**config.mk**
```make
export PLATFORM = sky130hd
export DESIGN_NAME = pipe_ctrl
export DESIGN_NICKNAME = d
export VERILOG_FILES = /design/src/rtl/pipe_ctrl_pkg.sv /design/src/rtl/pipe_ctrl_sat_counter.sv /design/src/rtl/pipe_ctrl.sv
export SDC_FILE = /design/constraint.sdc
export NUM_CORES = 1
export LEC_CHECK = 0
export CORE_MARGIN = 2
export CORE_UTILIZATION = 30
export DETAILED_ROUTE_END_ITERATION = 10
export RECOVER_POWER = 100
export SLEW_MARGIN = 20
export SYNTH_ARGS = -nofsm -noshare
export SYNTH_HDL_FRONTEND = slang
export SYNTH_SLANG_ARGS = --single-unit
```
**constraint.sdc**
```tcl
create_clock -name clk -period 3.8 [get_ports clk]
set_clock_uncertainty 0.15 [all_clocks]
set_input_delay 0.76 -clock clk [delete_from_list [all_inputs] [get_ports clk]]
set_output_delay 0.76 -clock clk [all_outputs]
set_load 0.03 [all_outputs]
```
**src/rtl/pipe_ctrl_pkg.sv**
```systemverilog
// Shared definitions for the pipeline control unit: stage bit positions,
// stop levels, exception type codes, state encodings and small helpers.
package pipe_ctrl_pkg;

    // Bit positions inside the 6-bit stall vector
    localparam int STG_PC  = 0;
    localparam int STG_IF  = 1;
    localparam int STG_ID  = 2;
    localparam int STG_EX  = 3;
    localparam int STG_MEM = 4;
    localparam int STG_WB  = 5;

    // Stall levels
    localparam logic STOP    = 1'b1;
    localparam logic NO_STOP = 1'b0;

    localparam logic [31:0] ZERO_WORD = 32'h0000_0000;

    // Exception type codes delivered by MEM
    localparam logic [31:0] EXC_INT     = 32'h0000_0001;
    localparam logic [31:0] EXC_SYSCALL = 32'h0000_0008;
    localparam logic [31:0] EXC_BREAK   = 32'h0000_0009;
    localparam logic [31:0] EXC_RI      = 32'h0000_000a;
    localparam logic [31:0] EXC_OV      = 32'h0000_000c;
    localparam logic [31:0] EXC_TRAP    = 32'h0000_000d;
    localparam logic [31:0] EXC_ERET    = 32'h0000_000e;

    // Controller states
    typedef enum logic [1:0] {
        ST_RUN      = 2'd0,
        ST_PEND     = 2'd1,
        ST_REDIRECT = 2'd2
    } state_e;

    // Stall vector with every stage up to and including 'top_stage' stopped.
    function automatic logic [5:0] stall_upto(input int top_stage);
        logic [5:0] v;
        v = {6{NO_STOP}};
        for (int s = STG_PC; s <= STG_WB; s++) begin
            if (s <= top_stage) v[s] = STOP;
        end
        return v;
    endfunction

    // Redirect target for a nonzero exception type: ERET returns to EPC,
    // every other code (listed or not) goes to the common vector.
    function automatic logic [31:0] redirect_target(input logic [31:0] t,
                                                    input logic [31:0] epc,
                                                    input logic [31:0] vec);
        logic [31:0] r;
        case (t)
            EXC_ERET: r = epc;
            EXC_INT, EXC_SYSCALL, EXC_BREAK,
            EXC_RI, EXC_OV, EXC_TRAP: r = vec;
            default:  r = vec;
        endcase
        return r;
    endfunction

endpackage

```
**src/rtl/pipe_ctrl_sat_counter.sv**
```systemverilog
// Saturating up-counter: counts cycles where inc_i is high, sticks at all-ones.
module sat_counter #(
    parameter int W = 32
) (
    input  logic         clk,
    input  logic         rst,
    input  logic         inc_i,
    output logic [W-1:0] count_o
);

    logic [W-1:0] count_q;
    logic [W-1:0] count_d;

    // Next value: hold once all-ones so the count never wraps
    always_comb begin
        count_d = count_q;
        if (inc_i && (count_q != {W{1'b1}})) begin
            count_d = count_q + {{(W-1){1'b0}}, 1'b1};
        end
    end

    // Counter register
    always_ff @(posedge clk or posedge rst) begin
        if (rst) count_q <= '0;
        else     count_q <= count_d;
    end

    assign count_o = count_q;

endmodule

```
**src/rtl/pipe_ctrl.sv**
```systemverilog
// Pipeline control unit: stall arbitration across ID/EX/MEM, exception
// redirect sequencing (including exceptions held behind a MEM bus stall),
// and saturating debug counters for stall cycles and flushes.
//
// Handshake: there is no valid/ready pairing here; stall and flush are
// level outputs sampled by every stage register on the rising clock edge,
// and new_pc is meaningful only in a cycle where flush=1.
module pipe_ctrl
    import pipe_ctrl_pkg::*;
#(
    parameter logic [31:0] EXC_VECTOR = 32'h0000_0020,
    parameter int          CNT_W      = 16
) (
    input  logic             clk,
    input  logic             rst,
    input  logic             stallreq_from_id,
    input  logic             stallreq_from_ex,
    input  logic             stallreq_from_mem,
    input  logic [31:0]      excepttype_i,
    input  logic [31:0]      cp0_epc_i,
    output logic [5:0]       stall,
    output logic             flush,
    output logic [31:0]      new_pc,
    output logic [31:0]      stall_cycles_o,
    output logic [CNT_W-1:0] exc_count_o,
    output logic [1:0]       state_o
);

    localparam logic [5:0] STALL_MEM  = stall_upto(STG_MEM);
    localparam logic [5:0] STALL_EX   = stall_upto(STG_EX);
    localparam logic [5:0] STALL_ID   = stall_upto(STG_ID);
    localparam logic [5:0] STALL_NONE = {6{NO_STOP}};

    state_e      state_q, state_d;
    logic [31:0] exc_q, exc_d;

    logic [5:0]  stall_c;
    logic        flush_c;
    logic [31:0] new_pc_c;
    logic [5:0]  req_stall;
    logic        exc_present;

    assign exc_present = (excepttype_i != ZERO_WORD);

    // Priority stall encoding: the deepest requesting stage wins
    always_comb begin
        req_stall = STALL_NONE;
        if (stallreq_from_mem)     req_stall = STALL_MEM;
        else if (stallreq_from_ex) req_stall = STALL_EX;
        else if (stallreq_from_id) req_stall = STALL_ID;
    end

    // Next state, exception latch and redirect outputs
    always_comb begin
        state_d  = state_q;
        exc_d    = exc_q;
        stall_c  = STALL_NONE;
        flush_c  = 1'b0;
        new_pc_c = ZERO_WORD;
        case (state_q)
            ST_RUN: begin
                if (!exc_present) begin
                    stall_c = req_stall;
                end else if (!stallreq_from_mem) begin
                    // Exception taken immediately, overriding ID/EX holds
                    flush_c  = 1'b1;
                    new_pc_c = redirect_target(excepttype_i, cp0_epc_i, EXC_VECTOR);
                    state_d  = ST_REDIRECT;
                end else begin
                    // MEM bus busy: park the exception until it frees up
                    stall_c = STALL_MEM;
                    exc_d   = excepttype_i;
                    state_d = ST_PEND;
                end
            end
            ST_PEND: begin
                if (stallreq_from_mem) begin
                    stall_c = STALL_MEM;
                end else begin
                    flush_c  = 1'b1;
                    new_pc_c = redirect_target(exc_q, cp0_epc_i, EXC_VECTOR);
                    exc_d    = ZERO_WORD;
                    state_d  = ST_REDIRECT;
                end
            end
            ST_REDIRECT: begin
                // One bubble-only cycle; all requests are ignored
                state_d = ST_RUN;
            end
            default: begin
                state_d = ST_RUN;
            end
        endcase
        if (rst) begin
            stall_c  = STALL_NONE;
            flush_c  = 1'b0;
            new_pc_c = ZERO_WORD;
        end
    end

    // State and latched exception type
    always_ff @(posedge clk or posedge rst) begin
        if (rst) begin
            state_q <= ST_RUN;
            exc_q   <= ZERO_WORD;
        end else begin
            state_q <= state_d;
            exc_q   <= exc_d;
        end
    end

    assign stall   = stall_c;
    assign flush   = flush_c;
    assign new_pc  = new_pc_c;
    assign state_o = state_q;

    sat_counter #(.W(32)) u_stall_cnt (
        .clk     (clk),
        .rst     (rst),
        .inc_i   (stall_c[STG_PC]),
        .count_o (stall_cycles_o)
    );

    sat_counter #(.W(CNT_W)) u_exc_cnt (
        .clk     (clk),
        .rst     (rst),
        .inc_i   (flush_c),
        .count_o (exc_count_o)
    );

endmodule

```
# Word-level counts from Yosys, hierarchy flattened
# Cells that the tools add are included.
word_totals:
  ff_bits: 82
  in_bits: 69
  output_inout_bits: 89
  word_cells: 47
op_classes:
  addsub: 2
  n_eq_ne: 8
  mux: 26
  reduce_logical: 7
ops:
  columns: ["op", "n"]
  rows:
  - ["2-to-1 mux 32 bit", 9]
  - ["case mux 32 bit (2 select lines)", 2]
  - ["== test 32 x 4 -> 1 bit (second input constant)", 2]
  - ["adder 32 x 1 -> 32 bit (second input constant)", 1]
  - ["inequality test 32 bit (second input constant)", 1]
  - ["nonzero test 32 bit", 1]
  - ["adder 16 x 1 -> 16 bit (second input constant)", 1]
  - ["inequality test 16 bit (second input constant)", 1]
  - ["2-to-1 mux 6 bit", 2]
  - ["case mux 6 bit (2 select lines)", 1]
  - ["2-to-1 mux 5 bit", 2]
  - ["2-to-1 mux 2 bit", 3]
  - ["inequality test 2 bit (second input constant)", 3]
  - ["2-to-1 mux 4 bit", 1]
  - ["case mux 2 bit (2 select lines)", 1]
  - ["AND reduction 4 bit", 1]
  - ["2-to-1 mux 1 bit", 3]
  - ["2-to-1 mux 3 bit", 1]
  - ["== test 2 x 1 -> 1 bit (second input constant)", 1]
  - ["logical AND 1 bit", 2]
  - ["zero test 2 bit", 1]
  - ["case mux 1 bit (2 select lines)", 1]
  - ["AND reduction 2 bit", 1]
  - ["nonzero test 2 bit", 1]

# Longest topological paths before layout
# Gate-level depths: netlist of run 1.
depth:
  depth_word: 7
  mapped_depth: 7
  depth_no_buf: 6

# Cells and area by module
# From an unflattened synthesis of run 1, not the netlist that was laid out.
hier_totals:
  hier_cells: 394
  area_unflattened_um2: 4364.2
modules_own_cells:
  columns: ["module", "instances", "cells_per_inst", "area_each_um2", "seq_area_each_um2"]
  rows:
  - ["pipe_ctrl", 1, 184, 1996.9, 850.8]
  - ["sat_counter (u_stall_cnt)", 1, 139, 1561.5, 800.8]
  - ["sat_counter (u_exc_cnt)", 1, 71, 805.8, 400.4]

# Worst setup path after synthesis of run 1
# OpenSTA, ideal clock, no wires.
synth_path:
  path_kind: "input to output"
  from: "in rst"
  to: "out flush"
  arrival_ns: 3.218
  required_ns: 2.890
  path_slack_ns: -0.328
  stages: 3
  path_buffers: 0
  cell_sequence: "inv_1 nand2_1 nor2_1"
synth_via:
  elab_chain_cells: 1
synth_lines:
  columns: ["element", "line_no", "rtl"]
  rows:
  - ["from (decl)", "pipe_ctrl.sv:15", "input logic rst,"]
  - ["2-to-1 mux 1 bit", "pipe_ctrl.sv:94", "if (rst) begin"]
  - ["to (decl)", "pipe_ctrl.sv:22", "output logic flush,"]
# No other way between the ends.

# Worst setup path in the final report of run 1
layout_path:
  from: "in excepttype_i[5]"
  to: "out new_pc[3]"
layout_via:
  elab_chain_cells: 6
  word_cells_on_any_way: 7
  classes_between: "1 x eq/ne; 5 x mux; 1 x reduce/logical"
layout_lines:
  columns: ["element", "line_no", "rtl"]
  rows:
  - ["from (decl)", "pipe_ctrl.sv:19", "input logic [31:0] excepttype_i,"]
  - ["== test 32 x 4 -> 1 bit", "pipe_ctrl_pkg.sv:51", "case (t)"]
  - ["2-to-1 mux 32 bit", "pipe_ctrl_pkg.sv:51", null]
  - ["2-to-1 mux 32 bit", "pipe_ctrl.sv:64", "end else if (!stallreq_from_mem) begin"]
  - ["2-to-1 mux 32 bit (*)", "pipe_ctrl.sv:62", "if (!exc_present) begin"]
  - ["case mux 32 bit (2 select lines) (*)", "pipe_ctrl.sv:60", "case (state_q)"]
  - ["2-to-1 mux 32 bit (*)", "pipe_ctrl.sv:94", null]
  - ["to (decl)", "pipe_ctrl.sv:23", "output logic [31:0] new_pc,"]
# Mark *: on every way between the ends. The rest lies on a longest branch, timed or not.

==> results of run 1 <==
-- worst max-delay path, delay by kind of cell --
| family | cells | cell delay, ns |
|---|---|---|
| AOI/OAI and AO/OA | 1 | 0.20 |
| buffers and inverters | 3 | 0.80 |
| and+or+nand+nor | 3 | 1.02 |
-- cells by family (layout without fill, tap and decap cells) --
kind of cell / after synthesis / in the layout / share of synthesized area [%]
muxes: 2 / 2 / 0.539
xor gates and xnor gates: 44 / 44 / 9.22
AOI/OAI and AO/OA: 41 / 41 / 5.63
DFF: 82 / 82 / 49.1
other: 1 / 1 / 0.0897
and+or+nand+nor: 242 / 242 / 31.7
adders and majority gates: 2 / 2 / 0.599
buffers and inverters: 27 / 193 / 3.14
-- layout make-up --
cell class                      instances  area [µm²]  area share, %
Sequential cell                        82        2050           33.3
Inverter                                6        26.3          0.426
Multi-Input combinational cell        332        1990           32.4
Clock inverter                          5        55.1          0.894
Tap cell                              180         225           3.66
Clock buffer                           10         239           3.88
Timing Repair Buffer                  172        1570           25.5
-- power by group through the flow --
stage | Sequential, mW | Combinational [mW] | Clock (mW)
after floorplan | 1.20 | 0.204 | 0
after global placement | 1.10 | 0.573 | 0
after detailed placement | 1.11 | 0.582 | 0
after CTS | 1.09 | 0.587 | 0.888
after global routing | 1.11 | 0.606 | 0.919
final | 1.09 | 0.552 | 0.867
-- registers in the layout (all words and copies together), names as in the netlist --
signal               cells
exc_q                   32
state_o                  2
u_exc_cnt.count_o       16
u_stall_cnt.count_o     32
-- per-stage QoR --
stage                     cells  utilization [%]  TNS [ns]  total power [mW]
after floorplan             441                -         0              1.41
after global placement      771             43.1    -0.151              1.68
after detailed placement    771             43.1   -0.0877              1.69
after CTS                   786             45.3         0              2.57
after global routing        787             44.9         0              2.64
final                       787             44.9         0              2.51
-- layer usage --
metal | share of wire [%] | GRT usage (%) | routed length (µm) | vias up
li1 | - | - | - | 1830
met1 | 43 | 20.6 | 5030 | 1780
met2 | 47 | 25.7 | 5490 | 149
met3 | 8.2 | 3.84 | 965 | 18
met4 | 2.0 | 7.11 | 233 | 0
met5 | 0 | 0 | 0 | -
-- how the worst max path moves through the flow --
stage                             to             start  depth (start not counted)
final                      new_pc[3]   excepttype_i[5]                          7
after global routing      new_pc[14]   excepttype_i[9]                          9
after detailed placement       flush  excepttype_i[29]                          8
after CTS                 new_pc[17]  excepttype_i[30]                          8
after floorplan             stall[3]  excepttype_i[29]                          5
after global placement         flush  excepttype_i[29]                          8
-- synthesized netlist by cell type --
master	number
dfrtp_1	82
nand2b_1	1
inv_1	6
o21ba_2	1
nand4_2	1
nor2b_1	1
and3_1	8
a31oi_1	1
ha_1	2
a311oi_2	1
nor4b_2	1
nor4_1	12
xor2_1	15
nor3_1	16
xnor2_1	29
or3_1	4
nor4b_1	1
nor3_2	5
conb_1	1
o21bai_2	1
and2_1	34
nor3b_1	1
nor4_2	4
nor4_4	2
clkbuf_1	14
o21a_1	2
mux2_2	2
nand3_1	23
or2_1	1
nand4b_1	2
buf_4	6
nor2_1	17
a21oi_1	2
nand3_2	1
o21ai_0	32
nand4_1	17
and4b_1	1
and4_1	4
nand2_1	85
o211ai_1	1
buf_6	1
-- what timing repair did --
| item | 4_1_cts | 5_1_grt |
|---|---|---|
| endpoints found under the hold margin | 0 | 0 |
| hold buffers | 0 | 0 |
| endpoints found under the setup margin | 4 | 33 |
| pin swaps | 0 | 7 |
| gates resized for setup | 2 | 16 |
| buffers inserted | 0 | 1 |
==> metrics.md, run 1 <==
| Metric | Value |
|---|---|
| Status | `complete, but fails checks` |
| Failing checks | `capacitance limit, slew limit` |
| Die X | `122 µm` |
| Clock Sinks | `82` |
| Number of DRC violations after detailed-routing iteration 0 | `189` |
| Post-DP HPWL | `8.74 mm` |
| Total detailed-routing wirelength | `11.7 mm` |
| Final hold vios | `0` |
| Min Tclk post-route | `3.69 ns` |
| Crit path launch type | `input pin` |
| Clock share of power | `about a third` |
| Routability cong. | `0.808` |
| Cell taking the most area after synthesis | `dfrtp_1` |
| Pin count of the biggest net entering global routing | `just over 80` |
| Final period utilization | `97.2%` |
| Worst slew pin tran | `2.06 ns` |
| H-Tree Depth | `3` |
| Synth warn | `0` |
| Die area | `14,900 µm²` |
| Achievable clock frequency | `approximately 270 MHz` |
| First-pass GRT wire length | `roughly 19 mm` |
| Slowest CP cell | `or3_1` |
| Post-Place Worst Slack | `-0.0877 ns` |
| RSZ-0062 raised after global routing | `no` |
| Critical path endpoint category | `primary output` |
| Top post-synthesis cells by area | `dfrtp_1 49%, nand2_1 7.6%, xnor2_1 6.1%` |
| Row cnt | `43` |
| Reg2Reg Depth | `7` |
| Clk_lat worst skew | `0.34 ns` |
| Switching pwr | `771 µW` |
| Syn_area_per_cell | `between 9 and 10 µm²` |
| Die Y-Extent | `about 120 µm` |
| Combinational share of power | `22.0%` |
| Share of cells above drive strength 1 | `a little over an eighth` |
| Post-Layout Inst Area | `6160 µm²` |
| Pwr Density | `407 nW/µm²` |
| Syn_nets | `512` |
| Reg2reg end | `u_exc_cnt.count_o[1]` |
| Initial Util | `30.5%` |
| Worst Path Max Fanout | `31` |
| Hold Crit Class | `register to register` |
| CTS tree | `built` |
| Max_slew headroom | `-37.2%` |
| R2R Setup Slk | `1.02 ns` |
| Cell Int Power | `1.74 mW` |
| CP Class | `input pin to primary output` |
| Synth top area share | `between 40% and 50%` |
| WL/cell | `14.9 µm` |
| Worst path required time | `2.89 ns` |
| Synth Cell Area | `4180 µm²` |
| Hold EP | `u_stall_cnt.count_o[27]` |
| Filler cells | `around 1.3k` |
| Vias per cell | `4.80` |
| Worst-path clk slew | `0.06 ns` |
| Global Route Usage Sum | `16.0%` |
| #FFs+latches synth | `82` |
| Synth-to-layout area growth | `47.4%` |
| Reg2Reg Launch Point | `state_o[0]` |
| # setup viols final | `0` |
| Crit path largest cell delay | `0.54 ns` |
| Port Buffers | `156` |
| Grt ovf | `0` |
| Number of top-level pins | `158` |
| Diode count | `0` |
| Peak VDD IR | `195 µV` |
| Antenna violations before repair | `1` |
| Most frequent cells in the layout | `85 x nand2_1, 82 x dfrtp_1, 55 x clkdlybuf4s50_1` |
| CTS buffer count | `9` |
| Pins Over Slew Limit | `83` |
| Post-DP Area | `between 5000 and 6000 µm²` |
| Seq/Total Area, Yosys | `49.1%` |
| Final worst slack | `0.106 ns` |
| Pleak | `2.86 nW` |
| Via count | `3,777` |
| Vias in the first global route | `3,863` |
| CORE AREA | `13,700 µm²` |
| CP cell instances | `clkdlybuf4s50_1 > or3_1 > nor4_2 > o21a_1 > buf_12 > and2_1 > clkbuf_2` |
| Hold path cells | `1` |
| CTS Buffer Depth | `2` |
| DRC | `0` |
| Sequential share of power | `43.5%` |
| Post-route ant nets | `0` |
| Netlist cell types | `between 40 and 50` |
| Min Hold Slack | `around 0.34 ns` |
| Commonest non-fill, non-tap cell in the layout | `nand2_1` |
| Maxcap violations | `1` |
| CP Data Arrival Time | `2.78 ns` |
| Nets | `approximately 670` |
| 1st-pass router iterations | `4` |
| Sw frac | `30.7%` |
| Hold path start | `u_stall_cnt.count_o[27]` |
| CTS Root Cell | `clkbuf_16` |
| Syn Inst Count | `roughly 440` |
Note: power is estimated with default switching activity, not from simulation.
==> inputs of run 2 (changes only) <==
MAX_ROUTING_LAYER = met4   (was default)
==> run 2 against run 1 <==
The flow still finishes with violations (capacitance limit, slew limit). Hold slack is essentially flat. Sequential power is essentially flat. Cell count grew 0.51%. Non-clock buffer count grew 3. Utilization grew 0.12 points. Sequential cell count is the same. Worst setup slack gained 0.0038 ns. Fmax grew 0.10%. Register-to-register slack lost 0.18 ns. Combinational power is essentially flat. Clock-buffer cell count is the same. First-iteration DRC count grew 6.3%. Largest power group unchanged. Highest routed layer unchanged.
==> metrics.md, run 2 (synthesis results as in run 1) <==
| Metric | Value |
|---|---|
| Die Y-Extent | `122 µm (unchanged)` |
| Vias in the first global route | `3,874 (+0.28%)` |
| Synth-to-layout area growth | `47.8%` |
| Number of DRC violations after detailed-routing iteration 0 | `201 (+6.3%)` |
| Achievable clock frequency | `271 MHz (+0.10%)` |
| Final period utilization | `97.1% (-0.10 points)` |
| Number of top-level pins | `158 (unchanged)` |
| CTS Root Cell | `clkbuf_16` |
| Port Buffers | `156 (unchanged)` |
| Min Hold Slack | `0.338 ns (-0.0000650 ns)` |
| Failing checks | `capacitance limit, slew limit` |
| Die area | `14,900 µm² (unchanged)` |
| Largest delay share family, worst path | `simple AND/OR/NAND/NOR gates` |
| Vias per cell | `4.80 (about the same)` |
| Pleak | `2.87 nW (+0.53%)` |
| 1st-pass router iterations | `5 (+1)` |
| Crit path largest cell delay | `0.54 ns (about the same)` |
| Post-Place Worst Slack | `-0.0877 ns (unchanged)` |
| Critical path endpoint category | `primary output` |
| Via count | `3,793 (+0.42%)` |
| RSZ-0062 raised after global routing | `no` |
| Routability cong. | `0.820 (+1.5%)` |
| Global Route Usage Sum | `16.5% (+0.47 points)` |
| Worst path required time | `2.89 ns (about the same)` |
| Antenna violations before repair | `1 (unchanged)` |
| Maxcap violations | `1 (unchanged)` |
| Total power | `2.51 mW (-0.11%)` |
| Min Tclk post-route | `3.69 ns (-0.00380 ns)` |
| CTS buffer count | `9 (unchanged)` |
| First-pass GRT wire length | `18.8 mm (-0.11%)` |
| Grt ovf | `0 (unchanged)` |
| Final non-filler cell total | `791 (+0.51%)` |
| Inst Count DP | `771 (unchanged)` |
| Peak VDD IR | `197 µV (+0.84%)` |
| Max_slew headroom | `-37.8% (-0.57 points)` |
| Most frequent cells in the layout | `85 x nand2_1, 82 x dfrtp_1, 55 x clkdlybuf4s50_1` |
| Worst slew pin tran | `2.07 ns (+0.00852 ns)` |
| WL/cell | `14.8 µm (-0.75%)` |
| Total detailed-routing wirelength | `11.7 mm (-0.25%)` |
| Clock Sinks | `82 (unchanged)` |
| CP cell instances | `clkdlybuf4s50_1 > or3_1 > nor4_2 > o21a_1 > buf_12 > and2_1 > clkbuf_2` |
| H-Tree Depth | `3 (unchanged)` |
| CTS tree | `built` |
| CP Class | `input pin to primary output` |
| Filler cells | `1,342 (-0.37%)` |
| Worst Path Max Fanout | `31 (unchanged)` |
| Pin count of the biggest net entering global routing | `83 (unchanged)` |
| Slowest CP cell | `or3_1` |
| Post-DP HPWL | `8.74 mm (unchanged)` |
| Crit path launch type | `input pin` |
| Nets | `677 (+0.45%)` |
| Clk_lat worst skew | `0.34 ns (about the same)` |
| Final worst slack | `0.109 ns (+0.00380 ns)` |
| Commonest non-fill, non-tap cell in the layout | `nand2_1` |
| CTS Buffer Depth | `2 (unchanged)` |
| Buffer and inverter count on the worst path | `3 (unchanged)` |
| Die X | `122 µm (unchanged)` |
| Post-route ant nets | `0 (unchanged)` |
| Initial Util | `30.5% (unchanged)` |
| Pwr Density | `406 nW/µm² (-0.37%)` |
| Share of cells above drive strength 1 | `13.4% (+0.26 points)` |
| CORE AREA | `13,700 µm² (unchanged)` |
| Row cnt | `43 (unchanged)` |
| Worst-path clk slew | `0.06 ns (about the same)` |
| DRC | `0 (unchanged)` |
| CP Data Arrival Time | `2.78 ns (about the same)` |
| Pins Over Slew Limit | `83 (unchanged)` |
| Status | `complete, but fails checks` |
| # setup viols final | `0 (unchanged)` |
| Final hold vios | `0 (unchanged)` |
| Hold Crit Class | `register to register` |
## run 2: cell count changes in the layout (fill, tap and decap cells not counted)
| cell | delta |
|---|---|
| a311oi_2 | -1 |
| clkbuf_4 | +2 |
| clkbuf_2 | -1 |
| a311oi_1 | +1 |
| diode_2 | +1 |
| buf_2 | +2 |
## run 2: timing repair
action | in CTS | in global routing
setup endpoints to repair | 4 | 33
setup buffers | 0 | 3
hold buffers | 0 | 0
gates resized for setup | 2 | 16
pin swaps | 0 | 7
## run 2: final timing paths
path | to | start | depth (start not counted) | slack [ns]
worst max-delay path | new_pc[3] | excepttype_i[5] | 7 | 0.11
worst min-delay path | u_stall_cnt.count_o[27] | u_stall_cnt.count_o[27] | 1 | 0.34
worst max register to register | u_exc_cnt.count_o[5] | state_o[0] | 10 | 0.84
worst min register to register | u_stall_cnt.count_o[27] | u_stall_cnt.count_o[27] | 1 | 0.34
max in group asynchronous | u_stall_cnt.count_o[23] | rst | 3 | 0.65
min in group asynchronous | u_exc_cnt.count_o[15] | rst | 3 | 1.65
## run 2: area by class of cell
type | count | area [µm²] | share of cell area, %
Tap cell | 180 | 225 | 3.65
Sequential cell | 82 | 2050 | 33.2
Antenna cell | 1 | 2.50 | 0.0405
Clock inverter | 5 | 55.1 | 0.891
Inverter | 6 | 26.3 | 0.425
Multi-Input combinational cell | 332 | 1990 | 32.2
Timing Repair Buffer | 175 | 1590 | 25.7
Clock buffer | 10 | 239 | 3.87
## run 2: power by group
part           switching (mW)  leakage (nW)  internal, mW  total (mW)
Clock                   0.344         0.140         0.520       0.865
Sequential              0.105          1.06         0.986        1.09
Combinational           0.320          1.67         0.232       0.551
## run 2: per-layer routing
layer / up-vias / GRT usage (%) / share of wire [%]
met5: - / - / 0
met4: 0 / 7.11 / 2.1
met3: 17 / 3.14 / 6.9
met2: 140 / 25.7 / 47
met1: 1793 / 21.1 / 44
li1: 1843 / - / -
## run 2: through the flow
step / cell area (µm²) / util (%) / TNS (ns)
CTS: 6210 / 45.3 / 0
floorplan: 4180 / - / 0
detailed placement: 5910 / 43.1 / -0.0877
global route: 6180 / 45.0 / 0
finish: 6180 / 45.0 / 0
global placement: 5910 / 43.1 / -0.151
==> inputs of run 3 (changes only) <==
clock period = 3.5 ns   (was 3.8 ns; I/O delays follow)
==> run 3 against run 2 <==
The run still ends with capacitance limit, slew limit left. Global-route usage up 0.63 points. Routed wire length up 3.8%. Hold slack better by 0.0015 ns. Cell count up 1.0%. First-iteration DRC count down 6.0%. Sequential power up 9%. Utilization up 1.9 points. Register-to-register slack worse by 0.10 ns. Power up 5.4%. Clock power down 1%. Critical path type unchanged. Critical endpoint is now new_pc[0]. Largest cell class is now multi-input combinational cells.
==> metrics.md, run 3 (synthesis results as in run 1) <==
| Metric | Value |
|---|---|
| Port Buffers | `156 (unchanged)` |
| Critical path endpoint category | `primary output` |
| Peak VDD IR | `244 µV (+24%)` |
| Initial Util | `30.5% (unchanged)` |
| Pleak | `2.95 nW (+2.6%)` |
| CTS Buffer Depth | `2 (unchanged)` |
| Total detailed-routing wirelength | `12.1 mm (+3.8%)` |
| Worst-path clk slew | `0.06 ns (about the same)` |
| 1st-pass router iterations | `4 (-1)` |
| Number of DRC violations after detailed-routing iteration 0 | `189 (-6.0%)` |
| Routability cong. | `0.818 (-0.21%)` |
| Nets | `687 (+1.5%)` |
| # setup viols final | `0 (unchanged)` |
| WL/cell | `15.2 µm (+2.7%)` |
| CORE AREA | `13,700 µm² (unchanged)` |
| H-Tree Depth | `3 (unchanged)` |
| Pwr Density | `410 nW/µm² (+1.1%)` |
| Antenna violations before repair | `0 (-1)` |
| Min Tclk post-route | `~3.4 ns` |
| Total power | `2.64 mW (+5.4%)` |
| Vias per cell | `4.75 (-0.92%)` |
| Vias in the first global route | `3,860 (-0.36%)` |
| Status | `complete, but fails checks` |
| Post-layout util | `47.0% (+1.9 points)` |
| Met3 WL post-DR | `734 µm (-8.7%)` |
| Crit path launch type | `input pin` |
| Final period utilization | `98.1%` |
| Grt ovf | `0 (unchanged)` |
| Die X | `122 µm (unchanged)` |
| Max layer used | `met4` |
| Synth-to-layout area growth | `54.1%` |
| CTS Root Cell | `clkbuf_16` |
| First-pass GRT wire length | `19.1 mm (+1.8%)` |
| Die Y-Extent | `122 µm (unchanged)` |
| M1 WL | `5.42 mm (+4.8%)` |
| Achievable clock frequency | `around 300 MHz` |
| CTS tree | `built` |
| Commonest non-fill, non-tap cell in the layout | `nand2_1` |
| Maxcap violations | `1 (unchanged)` |
| Clock Sinks | `82 (unchanged)` |
| Max_slew headroom | `-36.9% (+0.96 points)` |
| Most frequent cells in the layout | `85 x nand2_1, 82 x dfrtp_1, 52 x dlygate4sd3_1` |
| Pin count of the biggest net entering global routing | `83 (unchanged)` |
| Number of top-level pins | `158 (unchanged)` |
| WL met2 | `5.73 mm (+4.9%)` |
| Post-DP Area | `5970 µm² (+0.97%)` |
| Post-Layout Inst Area | `6440 µm² (+4.3%)` |
| Row cnt | `43 (unchanged)` |
| CP Class | `input pin to primary output` |
| Post-route ant nets | `0 (unchanged)` |
| Clk_lat worst skew | `0.35 ns (about the same)` |
| Hold-fix buffers, CTS | `0 (unchanged)` |
| DRC | `0 (unchanged)` |
| Share of cells above drive strength 1 | `18.6% (+5.1 points)` |
| Die area | `14,900 µm² (unchanged)` |
| Post-DP HPWL | `8.68 mm (-0.71%)` |
| Via count | `3,796 (+0.079%)` |
| Worst path required time | `2.65 ns (-0.24 ns)` |
| Worst Path Max Fanout | `7 (-77%)` |
| Pins Over Slew Limit | `83 (unchanged)` |
| Worst slew pin tran | `2.05 ns (-0.0143 ns)` |
| Failing checks | `capacitance limit, slew limit` |
| Hold Crit Class | `register to register` |
| Global Route Usage Sum | `17.1% (+0.63 points)` |
| CP Data Arrival Time | `2.58 ns (-0.20 ns)` |
| Final hold vios | `0 (unchanged)` |
| CTS buffer count | `9 (unchanged)` |
| Diode count | `0 (-1)` |
==> run 3: cell count changes in the layout (fill, tap and decap cells not counted), moves of 6 or more <==
cell,before,now
clkdlybuf4s15_1,0,6
buf_2,10,1
and2_1,33,13
buf_6,0,18
dlygate4sd2_1,1,7
clkdlybuf4s50_1,55,43
clkbuf_2,17,8
and2_4,0,17
buf_4,20,31
==> run 3: timing repair <==
| item | in CTS | in global routing |
|---|---|---|
| pin swaps | 8 | 12 |
| cloned | 0 | 3 |
| setup endpoints to repair | 37 | 36 |
| gates resized for setup | 32 | 58 |
| setup buffers | 4 | 1 |
==> run 3: power by group <==
group	leakage (nW)	switching [mW]	internal, mW
combinational	1.77	0.350	0.252
sequential	1.06	0.117	1.07
clock	0.117	0.381	0.473
total	2.95	0.847	1.80
==> run 3: layout make-up <==
| class | count | area [µm²] |
|---|---|---|
| fill | 1346 | 7280 |
| multi-input combinational | 332 | 2100 |
| sequential | 82 | 2050 |
| timing repair buffer | 185 | 1780 |
| clock buffer | 10 | 229 |
| tap | 180 | 225 |
| clock inverter | 4 | 31.3 |
| inverter | 6 | 26.3 |
==> run 3: path summary, 6_finish.rpt <==
check,from,to,depth (start not counted),slack (ns)
worst max-delay path,excepttype_i[0],new_pc[0],7,0.07
worst min-delay path,u_exc_cnt.count_o[10],u_exc_cnt.count_o[10],1,0.34
worst max register to register,state_o[0],u_exc_cnt.count_o[1],7,0.74
worst min register to register,u_exc_cnt.count_o[10],u_exc_cnt.count_o[10],1,0.34
max in group asynchronous,rst,u_stall_cnt.count_o[28],3,0.42
min in group asynchronous,rst,u_exc_cnt.count_o[5],3,1.59
==> run 3: stage by stage <==
step	cells	hold WS [ns]	setup slack (ns)	setup TNS [ns]
finish	799	0.339	0.0677	0
floorplan	441	0.346	0.227	0
CTS	795	0.347	0.00498	0
global route	799	0.358	-0.00274	-0.00274
global placement	777	0.325	-0.306	-5.96
detailed placement	777	0.333	-0.252	-4.93
==> run 3: metal layers <==
layer,track usage [%],vias to the layer above
met5,-,-
met3,3.32,14
met1,22.5,1780
li1,-,1861
met4,7.83,0
met2,25.6,141
==> run 3: worst max-delay path, stage by stage <==
cell             delay (ns)
clkdlybuf4s50_1        0.43
or3_4                  0.44
nor4_4                 0.33
o21a_4                 0.23
buf_4                  0.17
and2_1                 0.13
buf_4                  0.15
